[config.mk]
export PLATFORM = sky130hd
export DESIGN_NAME = fifo_wr_ctrl
export DESIGN_NICKNAME = d
export VERILOG_FILES = /design/src/rtl/fifo_pkg.sv /design/src/rtl/sync_2ff.sv /design/src/rtl/fifo_wr_ctrl.sv
export SDC_FILE = /design/constraint.sdc
export NUM_CORES = 1
export LEC_CHECK = 0
export CAP_MARGIN = 20
export CORE_ASPECT_RATIO = 1.2
export CORE_MARGIN = 2
export CORE_UTILIZATION = 53
export DETAILED_ROUTE_END_ITERATION = 10
export PLACE_DENSITY_LB_ADDON = 0.25
export SLEW_MARGIN = 10
export SYNTH_ARGS = -nofsm -noshare
export SYNTH_HDL_FRONTEND = slang
export SYNTH_SLANG_ARGS = --single-unit
[constraint.sdc]
create_clock -name clk_in -period 3.9 [get_ports clk_in]
set_input_delay 0.585 -clock clk_in [delete_from_list [all_inputs] [get_ports clk_in]]
set_output_delay 0.585 -clock clk_in [all_outputs]
set_load 0.02 [all_outputs]
[src/rtl/fifo_pkg.sv]
// Shared helpers for the dual-clock FIFO pointer logic (write and read sides).
// Functions work on 32-bit containers and take the live width as an argument.
// Results are masked to that width, so callers cast back to their pointer width.
package fifo_pkg;

  localparam int DEEP_DEFAULT = 8;

  function automatic logic [31:0] width_mask(input int unsigned w);
    return (w >= 32) ? '1 : ((32'd1 << w) - 32'd1);
  endfunction

  function automatic logic [31:0] bin2gray(input logic [31:0] b, input int unsigned w);
    logic [31:0] bm;
    bm = b & width_mask(w);
    return bm ^ (bm >> 1);
  endfunction

  // Prefix XOR from the MSB down, done by doubling shift distances.
  function automatic logic [31:0] gray2bin(input logic [31:0] g, input int unsigned w);
    logic [31:0] b;
    b = g & width_mask(w);
    for (int s = 1; s < 32; s = s * 2) begin
      b = b ^ (b >> s);
    end
    return b;
  endfunction

  // The FIFO is full when the write pointer is exactly one lap ahead of the read pointer.
  // In Gray code that means the top two bits are inverted and the rest are equal.
  function automatic logic full_cmp(input logic [31:0] wg, input logic [31:0] rq,
                                    input int unsigned w);
    logic [31:0] m;
    m = width_mask(w);
    return (wg & m) == ((rq ^ (32'h3 << (w - 2))) & m);
  endfunction

endpackage

[src/rtl/sync_2ff.sv]
// Two-flop synchronizer for Gray pointers crossing into the clk_in domain.
module sync_2ff #(
  parameter int W = 4
) (
  input  logic         clk_in,
  input  logic         arst,
  input  logic [W-1:0] d_i,
  output logic [W-1:0] q_o
);

  logic [W-1:0] s1_q;
  logic [W-1:0] s2_q;

  // No logic sits between the input and the first flop; the source must be a registered Gray value.
  always_ff @(posedge clk_in or posedge arst) begin
    if (arst) begin
      s1_q <= '0;
      s2_q <= '0;
    end else begin
      s1_q <= d_i;
      s2_q <= s1_q;
    end
  end

  assign q_o = s2_q;

endmodule

[src/rtl/fifo_wr_ctrl.sv]
// Write-side controller for the dual-clock FIFO. It qualifies pushes and owns the
// Gray write pointer. It also derives full, almost-full, fill level and sticky overflow.
module fifo_wr_ctrl
  import fifo_pkg::*;
#(
  parameter int          DEEP     = DEEP_DEFAULT,
  parameter int unsigned AF_LEVEL = (1 << DEEP) - 2
) (
  input  logic            clk_in,
  input  logic            arst,
  input  logic            push,
  input  logic [DEEP:0]   rptr_gray,
  input  logic            ovf_clr,
  output logic [DEEP:0]   address_w,
  output logic            w_en,
  output logic            wr_full,
  output logic            wr_almost_full,
  output logic [DEEP:0]   wr_level,
  output logic            wr_overflow
);

  localparam int PW = DEEP + 1;

  logic [PW-1:0] wbin_q,  wbin_d;
  logic [PW-1:0] wgray_q, wgray_d;
  logic [PW-1:0] lvl_q,   lvl_d;
  logic          full_q,  full_d;
  logic          af_q,    af_d;
  logic          ovf_q,   ovf_d;
  logic [PW-1:0] rq2;
  logic [PW-1:0] rbin;

  sync_2ff #(.W(PW)) u_rptr_sync (
    .clk_in (clk_in),
    .arst   (arst),
    .d_i    (rptr_gray),
    .q_o    (rq2)
  );

  // A push is only accepted while the registered full flag is low.
  assign w_en = push & ~full_q;

  // Next pointers plus flags evaluated on the post-write pointer, so full lands on the filling edge.
  always_comb begin
    wbin_d  = wbin_q + {{(PW-1){1'b0}}, w_en};
    wgray_d = PW'(bin2gray(32'(wbin_d), PW));
    rbin    = PW'(gray2bin(32'(rq2), PW));
    lvl_d   = wbin_d - rbin;
    full_d  = full_cmp(32'(wgray_d), 32'(rq2), PW);
    af_d    = (32'(lvl_d) >= AF_LEVEL);
    ovf_d   = ovf_q;
    if (push && full_q) begin
      ovf_d = 1'b1;
    end else if (ovf_clr) begin
      ovf_d = 1'b0;
    end
  end

  // Pointer and status registers; reset drops everything so both sides restart at zero together.
  always_ff @(posedge clk_in or posedge arst) begin
    if (arst) begin
      wbin_q  <= '0;
      wgray_q <= '0;
      lvl_q   <= '0;
      full_q  <= 1'b0;
      af_q    <= 1'b0;
      ovf_q   <= 1'b0;
    end else begin
      wbin_q  <= wbin_d;
      wgray_q <= wgray_d;
      lvl_q   <= lvl_d;
      full_q  <= full_d;
      af_q    <= af_d;
      ovf_q   <= ovf_d;
    end
  end

  assign address_w      = wgray_q;
  assign wr_full        = full_q;
  assign wr_almost_full = af_q;
  assign wr_level       = lvl_q;
  assign wr_overflow    = ovf_q;

endmodule

==> impl_summary.log, run 1 <==
[metrics] Seq cells post-synth: 47
[metrics] total die area: 4621 um2
[metrics] maximum ir drop on the vdd rail: 0.5758 mV
[metrics] overall routed net length: 3.866 mm
[metrics] standard-cell rows: 25
[metrics] vias in the first global route: 1405
[metrics] endpoints failing hold: 0
[metrics] number of sinks handled by clock tree synthesis: 47
[metrics] first-pass GRT wire length: 6.548 mm
[metrics] Clk Tree Root Cell: clkbuf_8
[metrics] number of instances resized during post-cts repair: 0
[metrics] area overhead of the layout relative to synthesis: 24.35%
[metrics] worst slew margin relative to its limit: 0.5990
[metrics] dominant register cell in the synthesized netlist: dfrtp_1
[metrics] most common cell after layout, fill and taps aside: dfrtp_1
[metrics] Max Clock Freq: 0.2722 GHz
[metrics] Startpoint Class: register
[metrics] Clock Skew: 0.006521 ns
[metrics] diodes inserted: 0
[metrics] top cell family by delay on the critical path: XOR/XNOR gates
[metrics] peak per-stage delay on the critical path: 0.53 ns
[metrics] Antenna Nets Post-Route: 0
[metrics] Initial Util: 0.5502
[metrics] net count after synthesis: 191
[metrics] number of maximum-capacitance violations: 0
[metrics] leakage: 1.192 nW
[metrics] hold-fix buffers at CTS: 0
[metrics] Total Routing Usage GR: 0.1852
[metrics] Syn Std Cell Area: 2168 um2
[metrics] synthesized area per cell: 12.83 um2
[metrics] post-DP HPWL: 2.840 mm
[metrics] Power per Cell Area: 826.9 nW/um2
[metrics] library cell appearing most often on the critical path: xnor2_2
[metrics] share of the clock period used by the worst path: 0.9422
[metrics] Pre-Repair DR Iteration Count: 3
[metrics] sequential area share after synthesis: 0.5424
[metrics] fill cell instance count of the final layout: 294
[metrics] async set-or-reset flop fraction in the synthesized netlist: 1.000
[metrics] type of the worst setup path: register to register
[metrics] CTS tree: built
[metrics] total area of multi-input combinational cells: 925.9 um2
[metrics] slew of the pin with the lowest slew margin: 0.5972 ns
[metrics] maximum number of pins on one net before global-route repair: 47
[metrics] final weighted congestion in routability-driven placement: 0.7803
[metrics] number of flops mapped to enable cells by yosys: 0
[metrics] input/output buffers: 34
[metrics] maximum fanout along the worst path: 4
[metrics] critical-path cell list: xor3_4 > xnor2_4 > xnor2_2 > xnor2_2 > xnor2_2 > xor2_1 > ha_1 > fa_1 > nor2b_1 > o21a_1 > o311ai_2 > nand3b_2 > a221oi_2 > xor2_1 > a31o_1
[metrics] number of antenna violations at the first check in global routing: 0
[metrics] Tightest Hold Check Type: register to register
[metrics] die outline width: 62.39 um
[metrics] post-CTS clock slew at the launch and capture registers of the worst setup and hold paths: 0.08 ns
[metrics] gate count after technology mapping: 169
[metrics] buffering stage count on the worst path with inverters included: 0
[metrics] net count reported at finish: 233
[metrics] Iteration-0 DRC Markers: 21
[metrics] total core area: 3941 um2
[metrics] critical path data required time: 4.08 ns
[metrics] count of endpoints failing setup in the final report: 0
[metrics] commonest non-fill, non-tap cells in the layout: 47 x dfrtp_1, 34 x clkdlybuf4s50_1, 26 x xnor2_1
[metrics] aggregate global routing overflow: 0
[metrics] Max Root-Sink Buffers: 2
[metrics] overall die height: 74.07 um
[metrics] wire length per cell after detailed routing: 14.53 um
[metrics] setup_tns: 0 ns
[metrics] signal arrival time at the worst endpoint: 3.86 ns
[metrics] fin. max-slew vios: 0
[metrics] minimum clock period: 3.674 ns
[metrics] library cells used by synthesis: 40
[metrics] drt drc: 0
[metrics] number of setup buffers added after CTS: 0
[metrics] total power: 2.230 mW
[metrics] I/O pin count: 35
[metrics] htree depth: 2
[metrics] status: finished clean
[metrics] Skew-Pair Late Insertion Delay: 0.29 ns
[metrics] register area: 1176 um2
[metrics] crit end category: register
[metrics] cell with the largest stage delay on the worst path: xor3_4
[metrics] Via density: 5.056
[metrics] fraction of final layout cells sized beyond drive strength 1: 0.1085
[metrics] via count: 1345
[metrics] number of warnings printed during yosys synthesis: 0
[metrics] Num CTS Buffers: 5
metrics by stage:
stage	std cells	instance area, um2	hold WS [ns]	setup slack (ns)	utilization
2_1_floorplan	169	2168	0.3312	0.4043	-
3_3_place_gp	254	2566	0.3330	0.2503	0.6511
3_5_place_dp	254	2566	0.3373	0.1083	0.6511
4_1_cts	262	2666	0.3551	0.07184	0.6765
5_1_grt	266	2696	0.3637	-0.02664	0.6841
6_report	266	2696	0.3546	0.2256	0.6841
synth_stat cells (2+ instances only):
cell type | number | area share
dfrtp_1 | 47 | 0.54
inv_1 | 11 | 0.019
xnor2_1 | 26 | 0.11
buf_2 | 2 | 0.0046
nand2_1 | 8 | 0.014
nand4_1 | 2 | 0.0058
nand3_1 | 3 | 0.0069
nand2b_1 | 2 | 0.0058
xnor2_2 | 3 | 0.023
o22ai_1 | 2 | 0.0058
and3_1 | 2 | 0.0058
clkbuf_1 | 2 | 0.0035
a21boi_0 | 2 | 0.0069
a21o_1 | 2 | 0.0069
xnor2_4 | 2 | 0.025
a21oi_1 | 4 | 0.0092
nor2b_1 | 5 | 0.014
o21ai_0 | 2 | 0.0046
xor2_1 | 11 | 0.044
ha_1 | 8 | 0.046
nor2_1 | 4 | 0.0069
kinds of logic (layout without fill, tap and decap cells):
logic type      after synthesis  count (layout)  synth area share
compound gates               22              22           0.07790
xor+xnor                     43              43            0.2100
fa+ha+maj                     9               9           0.05540
buf+inv                      16              59           0.03059
flops                        47              47            0.5424
simple gates                 32              32           0.08367
final cells by class:
type / instances / area share
multi-input cells: 106 / 0.3434
clock buffers: 8 / 0.03712
flip-flops and latches: 47 / 0.4362
well taps: 54 / 0.02506
repair buffers: 40 / 0.1429
inverters: 11 / 0.01531
registers in the layout, indices dropped and copies added (netlist names):
name              cells
u_rptr_sync.s1_q      9
wr_almost_full        1
address_w             8
u_rptr_sync.q_o       9
wr_level              9
wbin_q                9
wr_overflow           1
wr_full               1
final timing paths:
check	startpoint	cells after the start	to	slack (ns)
hold reg to reg	u_rptr_sync.s1_q[5]$_DFF_PP0_	0	u_rptr_sync.q_o[5]$_DFF_PP0_	0.35
max in group asynchronous	arst	3	wr_level[1]$_DFF_PP0_	2.76
setup reg to reg	u_rptr_sync.q_o[7]$_DFF_PP0_	15	wr_almost_full$_DFF_PP0_	0.23
min in group asynchronous	arst	2	u_rptr_sync.s1_q[6]$_DFF_PP0_	0.43
hold / removal	u_rptr_sync.s1_q[5]$_DFF_PP0_	0	u_rptr_sync.q_o[5]$_DFF_PP0_	0.35
setup / recovery	u_rptr_sync.q_o[7]$_DFF_PP0_	15	wr_almost_full$_DFF_PP0_	0.23
worst register-to-register path, stage by stage (launching register included):
cell and delay [ns]:
dfrtp_1 0.44, xor3_4 0.53, xnor2_4 0.18, xnor2_2 0.17, xnor2_2 0.17, xnor2_2 0.22, xor2_1 0.18, ha_1 0.20
fa_1 0.21, nor2b_1 0.06, o21a_1 0.20, o311ai_2 0.25, nand3b_2 0.14, a221oi_2 0.29, xor2_1 0.12, a31o_1 0.20
layer usage:
| layer | global-route usage | share of wire |
|---|---|---|
| met1 | 0.2263 | 0.43 |
| met5 | 0 | 0 |
| met2 | 0.3176 | 0.53 |
| met3 | 0.04690 | 0.030 |
| met4 | 0.08395 | 0.011 |
power breakdown:
part	leakage, nW	internal [mW]	switching, mW
clock	0.0515	0.162	0.148
combinational	0.574	0.565	0.637
sequential	0.567	0.630	0.0866
(Power assumes the default switching activity.)
==> run 2: changes to the inputs <==
Settings changed: CORE_UTILIZATION 53 to 62, DONT_BUFFER_PORTS from default to 1.
==> run 2 against run 1 <==
Final area shrank 12%. Count of clock-buffer cells in the layout decreased by 3. Setup slack got worse by 0.097 ns. Global-route usage increased by 0.16 points. Non-clock buffer count decreased by 31. Via count decreased by 6.8%. Combinational power fell by 19%. Clock skew fell by 0.0025 ns. Worst hold slack worse by 0.047 ns. Die area shrank 14%. Largest cell class unchanged.
==> impl_summary.log, run 2 (synthesized netlist as in run 1, its figures left out) <==
[metrics] final weighted congestion in routability-driven placement: 0.7823
[metrics] via count: 1253
[metrics] post-DP HPWL: 2.428 mm
[metrics] total core area: 3338 um2
[metrics] Max Root-Sink Buffers: 2
[metrics] buffering stage count on the worst path with inverters included: 1
[metrics] area overhead of the layout relative to synthesis: 9.925%
[metrics] cell with the largest stage delay on the worst path: xor3_4
[metrics] aggregate global routing overflow: 0
[metrics] fraction of final layout cells sized beyond drive strength 1: 0.1713
[metrics] overall die height: 68.78 um
[metrics] fin area: 2384 um2
[metrics] post-CTS clock slew at the launch and capture registers of the worst setup and hold paths: 0.08 ns
[metrics] Num CTS Buffers: 5
[metrics] number of maximum-capacitance violations: 0
[metrics] Max Clock Freq: 0.2652 GHz
[metrics] total die area: 3988 um2
[metrics] maximum fanout along the worst path: 4
[metrics] CTS tree: built
[metrics] total area of multi-input combinational cells: 963.4 um2
[metrics] overall routed net length: 3.465 mm
[metrics] count of endpoints failing setup in the final report: 0
[metrics] type of the worst setup path: register to register
[metrics] number of sinks handled by clock tree synthesis: 47
[metrics] minimum clock period: 3.771 ns
[metrics] critical-path cell list: xor3_4 > xnor2_4 > xnor2_2 > xnor2_2 > xnor2_2 > xor2_1 > ha_2 > fa_2 > nor2b_2 > o21a_1 > o311ai_4 > nand3b_4 > a221oi_4 > xor2_1 > buf_4
[metrics] Initial Util: 0.6496
[metrics] Iteration-0 DRC Markers: 47
[metrics] Via density: 5.748
[metrics] share of the clock period used by the worst path: 0.9670
[metrics] endpoints failing hold: 0
[metrics] fill cell instance count of the final layout: 223
[metrics] crit end category: register
[metrics] commonest non-fill, non-tap cells in the layout: 47 x dfrtp_1, 26 x xnor2_1, 11 x xor2_1
[metrics] htree depth: 2
[metrics] hold-fix buffers at CTS: 0
[metrics] Clock Skew: 0.004063 ns
[metrics] Antenna Nets Post-Route: 0
[metrics] vias in the first global route: 1188
[metrics] drt drc: 0
[metrics] net count reported at finish: 202
[metrics] Pre-Repair DR Iteration Count: 6
[metrics] die outline width: 57.99 um
[metrics] critical path data required time: 4.15 ns
[metrics] Total Routing Usage GR: 0.1868
[metrics] Final Non-Filler Cells: 218
[metrics] diodes inserted: 0
[metrics] standard-cell rows: 23
[metrics] library cell appearing most often on the critical path: xnor2_2
[metrics] # placed instances: 202
[metrics] Startpoint Class: register
[metrics] top cell family by delay on the critical path: XOR/XNOR gates
[metrics] maximum number of pins on one net before global-route repair: 48
[metrics] slew of the pin with the lowest slew margin: 0.9306 ns
[metrics] Power per Cell Area: 878.6 nW/um2
[metrics] maximum ir drop on the vdd rail: 0.6334 mV
[metrics] wire length per cell after detailed routing: 15.89 um
[metrics] I/O pin count: 35
[metrics] number of antenna violations at the first check in global routing: 0
[metrics] status: finished clean
[metrics] input/output buffers: 0
[metrics] Clk Tree Root Cell: clkbuf_8
[metrics] most common cell after layout, fill and taps aside: dfrtp_1
[metrics] fin. max-slew vios: 0
[metrics] leakage: 1.070 nW
[metrics] Skew-Pair Late Insertion Delay: 0.30 ns
[metrics] first-pass GRT wire length: 5.361 mm
[metrics] peak per-stage delay on the critical path: 0.52 ns
[metrics] Cell Area, Placed: 2197 um2
[metrics] signal arrival time at the worst endpoint: 4.02 ns
[metrics] Tightest Hold Check Type: primary input to register
[metrics] register area: 1176 um2
[metrics] worst slew margin relative to its limit: 0.3787
## run 2: cell types whose count changed in the layout (fill, tap and decap cells not counted), sizes merged
| cell | change |
|---|---|
| buf | +3 |
| inv | +1 |
| clkdlybuf4s50 | -34 |
| clkbuf | -3 |
| clkinvlp | +2 |
## run 2: worst reg2reg max path, stage by stage (launching register included)
cell	delay (ns)
dfrtp_1	0.42
xor3_4	0.52
xnor2_4	0.18
xnor2_2	0.17
xnor2_2	0.17
xnor2_2	0.25
xor2_1	0.19
ha_2	0.21
fa_2	0.22
nor2b_2	0.04
o21a_1	0.21
o311ai_4	0.32
nand3b_4	0.14
a221oi_4	0.24
xor2_1	0.27
buf_4	0.16
## run 2: power breakdown
part / switching, mW / internal (mW)
logic: 0.530 / 0.445
clock network: 0.157 / 0.125
registers: 0.206 / 0.632
total: 0.893 / 1.20
## run 2: final cells by class
cell class                 count  share of cell area
inverter                      11             0.01732
multi-input combinational    106              0.4042
clock inverter                 3            0.008399
timing repair buffer           9             0.02835
tap                           37             0.01942
clock buffer                   5             0.02887
sequential                    47              0.4934
## run 2: repair_timing
action | 4_1_cts | 5_1_grt
resized for setup | 0 | 6
endpoints found under the hold margin | 0 | 0
buffers inserted | 0 | 8
setup endpoints to repair | 0 | 2
## run 2: per-layer routing
metal  part of all wire  global-route usage  vias to the layer above
met5                  0                   0                        -
met4              0.026             0.09593                        0
met3              0.046             0.05224                        8
met2               0.50              0.3111                       35
met1               0.43              0.2229                      625
li1                   -                   -                      585
## run 2: per-stage QoR
| step | worst slack (ns) | TNS [ns] | hold slack [ns] | power (mW) | util |
|---|---|---|---|---|---|
| finish | 0.1286 | 0 | 0.3073 | 2.094 | 0.7140 |
| global route | -0.01053 | -0.01548 | 0.2884 | 2.240 | 0.7140 |
| CTS | 0.01524 | 0 | 0.2974 | 2.024 | 0.6848 |
| detailed placement | 0.04295 | 0 | 0.3355 | 1.727 | 0.6582 |
| global placement | 0.2243 | 0 | 0.3325 | 1.690 | 0.6582 |
| floorplan | 0.4043 | 0 | 0.3312 | 1.552 | - |
## run 2: final timing paths
check | from | slack (ns) | cells after the start | to
setup / recovery | u_rptr_sync.q_o[7]$_DFF_PP0_ | 0.13 | 15 | wr_level[8]$_DFF_PP0_
min in group asynchronous | arst | 0.37 | 1 | wr_level[4]$_DFF_PP0_
hold reg to reg | u_rptr_sync.s1_q[0]$_DFF_PP0_ | 0.35 | 0 | u_rptr_sync.q_o[0]$_DFF_PP0_
hold / removal | rptr_gray[4] | 0.31 | 0 | u_rptr_sync.s1_q[4]$_DFF_PP0_
setup reg to reg | u_rptr_sync.q_o[7]$_DFF_PP0_ | 0.13 | 15 | wr_level[8]$_DFF_PP0_
max in group asynchronous | arst | 2.96 | 1 | u_rptr_sync.s1_q[1]$_DFF_PP0_
==> run 3: changes to the inputs <==
Settings changed: GPL_TIMING_DRIVEN from default to 0.
==> run 3 against run 2 <==
Critical path depth did not move. Register-to-register slack improved by 0.11 ns. Combinational power fell by 0.7%. Count of clock-buffer cells in the layout rose by 1. Critical endpoint is now wr_almost_full$_DFF_PP0_. Highest routed layer unchanged.
==> impl_summary.log, run 3 (synthesized netlist as in run 1, its figures left out) <==
[metrics] Tightest Hold Check Type: primary input to async pin
[metrics] fraction of power spent switching nets: 0.4234
[metrics] crit end category: register
[metrics] number of maximum-capacitance violations: 0
[metrics] maximum number of pins on one net before global-route repair: 30
[metrics] fin area: 2384 um2
[metrics] area overhead of the layout relative to synthesis: 9.925%
[metrics] cell with the largest stage delay on the worst path: xor3_4
[metrics] register area: 1176 um2
[metrics] buffering stage count on the worst path with inverters included: 0
[metrics] Clk Tree Root Cell: clkbuf_8
[metrics] number of sinks handled by clock tree synthesis: 47
[metrics] total power: 2.084 mW
[metrics] share of total power in combinational logic: 0.465
[metrics] net count reported at finish: 205
[metrics] maximum ir drop on the vdd rail: 0.6481 mV
[metrics] post-CTS clock slew at the launch and capture registers of the worst setup and hold paths: 0.08 ns
[metrics] destination of the worst register-to-register timing path: wr_almost_full$_DFF_PP0_
[metrics] aggregate global routing overflow: 0
[metrics] Cell Area, Placed: 2235 um2
[metrics] library cell appearing most often on the critical path: xnor2_2
[metrics] endpoints failing hold: 0
[metrics] Register-to-Register Setup Slack: 0.24 ns
[metrics] Worst Reg-to-Reg Cells: 15
[metrics] worst slew margin relative to its limit: 0.6293
[metrics] Skew-Pair Late Insertion Delay: 0.29 ns
[metrics] leakage: 1.085 nW
[metrics] total die area: 3988 um2
[metrics] part of the power in the clock network: 0.144
[metrics] Max Clock Freq: 0.2729 GHz
[metrics] fill cell instance count of the final layout: 212
[metrics] Max Root-Sink Buffers: 2
[metrics] power share of the sequential group: 0.391
[metrics] share of the clock period used by the worst path: 0.9397
[metrics] diodes inserted: 0
[metrics] signal arrival time at the worst endpoint: 3.90 ns
[metrics] Iteration-0 DRC Markers: 17
[metrics] first-pass GRT wire length: 5.851 mm
[metrics] maximum fanout along the worst path: 4
[metrics] drt drc: 0
[metrics] Num CTS Buffers: 5
[metrics] minimum clock period: 3.665 ns
[metrics] setup_tns: 0 ns
[metrics] fraction of final layout cells sized beyond drive strength 1: 0.1685
[metrics] final weighted congestion in routability-driven placement: 0.7669
[metrics] top cell family by delay on the critical path: XOR/XNOR gates
[metrics] Power per Cell Area: 874.4 nW/um2
[metrics] wire length per cell after detailed routing: 16.11 um
[metrics] critical path data required time: 4.13 ns
[metrics] number of antenna violations at the first check in global routing: 0
[metrics] Pre-Repair DR Iteration Count: 4
[metrics] overall routed net length: 3.561 mm
[metrics] I/O pin count: 35
[metrics] fin. max-slew vios: 0
[metrics] Antenna Nets Post-Route: 0
[metrics] power spent charging and discharging nets: 882.4 uW
[metrics] Clock Skew: 0.003252 ns
[metrics] P_int: 1.202 mW
[metrics] slew of the pin with the lowest slew margin: 0.5521 ns
[metrics] Initial Util: 0.6496
[metrics] most common cell after layout, fill and taps aside: dfrtp_1
[metrics] vias in the first global route: 1323
[metrics] total area of multi-input combinational cells: 930.9 um2
[metrics] status: finished clean
[metrics] input/output buffers: 0
[metrics] commonest non-fill, non-tap cells in the layout: 47 x dfrtp_1, 26 x xnor2_1, 11 x xor2_1
[metrics] hold-fix buffers at CTS: 0
[metrics] critical-path cell list: xor3_4 > xnor2_4 > xnor2_2 > xnor2_2 > xnor2_2 > xor2_1 > ha_1 > fa_2 > nor2b_1 > o21a_1 > o311ai_2 > nand3b_2 > a221oi_2 > xor2_1 > a31o_1
[metrics] Startpoint Class: register
[metrics] standard-cell rows: 23
[metrics] overall die height: 68.78 um
[metrics] via count: 1236
[metrics] startpoint of the worst register-to-register path: u_rptr_sync.q_o[7]$_DFF_PP0_
[metrics] total core area: 3338 um2
[metrics] count of endpoints failing setup in the final report: 0
[metrics] die outline width: 57.99 um
[metrics] htree depth: 2
[metrics] post-DP HPWL: 2.595 mm
[metrics] Total Routing Usage GR: 0.2031
[metrics] CTS tree: built
[metrics] type of the worst setup path: register to register
[metrics] Via density: 5.593
[metrics] peak per-stage delay on the critical path: 0.53 ns
## run 3: final cells by class
class | instances | area share
repair buffers | 7 | 0.02730
clock inverters | 2 | 0.006824
inverters | 11 | 0.01732
well taps | 37 | 0.01942
plain buffers | 5 | 0.01050
multi-input cells | 106 | 0.3906
clock buffers | 6 | 0.03465
flip-flops and latches | 47 | 0.4934
## run 3: worst max-delay path by stage
stage                                 startpoint                        to  slack (ns)  depth (start not counted)
CTS                 u_rptr_sync.q_o[8]$_DFF_PP0_  wr_almost_full$_DFF_PP0_        0.05                         15
floorplan           u_rptr_sync.q_o[8]$_DFF_PP0_  wr_almost_full$_DFF_PP0_        0.40                         15
global placement                            push  wr_almost_full$_DFF_PP0_        0.21                         13
detailed placement                          push  wr_almost_full$_DFF_PP0_        0.09                         13
finish              u_rptr_sync.q_o[7]$_DFF_PP0_  wr_almost_full$_DFF_PP0_        0.24                         15
global route        u_rptr_sync.q_o[6]$_DFF_PP0_  wr_almost_full$_DFF_PP0_       -0.02                         15
## run 3: layer usage
layer | vias to the layer above | routed length [um] | track usage
met5 | - | 0 | 0
met4 | 0 | 48 | 0.08721
met3 | 4 | 174 | 0.05784
met2 | 35 | 1882 | 0.3480
met1 | 612 | 1456 | 0.2403
li1 | 585 | - | -
## run 3: what timing repair did
item,CTS,global route
endpoints found under the setup margin,0,2
buffers inserted,0,6
resized for setup,0,2
## run 3: power groups by stage
stage / clock network, mW / logic [mW] / registers (mW)
floorplan: 0 / 0.745 / 0.808
global placement: 0 / 0.871 / 0.820
detailed placement: 0 / 0.919 / 0.823
CTS: 0.310 / 0.943 / 0.818
global route: 0.328 / 1.08 / 0.829
finish: 0.300 / 0.968 / 0.816
## run 3: per-stage QoR
stage,setup WS (ns),hold slack [ns],std cells,util
3_5_place_dp,0.08847,0.3347,207,0.6694
6_report,0.2351,0.1527,221,0.7140
3_3_place_gp,0.2108,0.3322,206,0.6634
2_1_floorplan,0.4043,0.3312,169,-
5_1_grt,-0.01679,0.1762,221,0.7140
4_1_cts,0.05472,0.1574,215,0.6990
## run 3: worst register-to-register path: cells and delay by family (launching register included)
family,cells,cell delay (ns)
xor+xnor,7,1.67
compound gates,4,0.87
fa+ha+maj,2,0.43
flops,1,0.43
simple gates,2,0.21
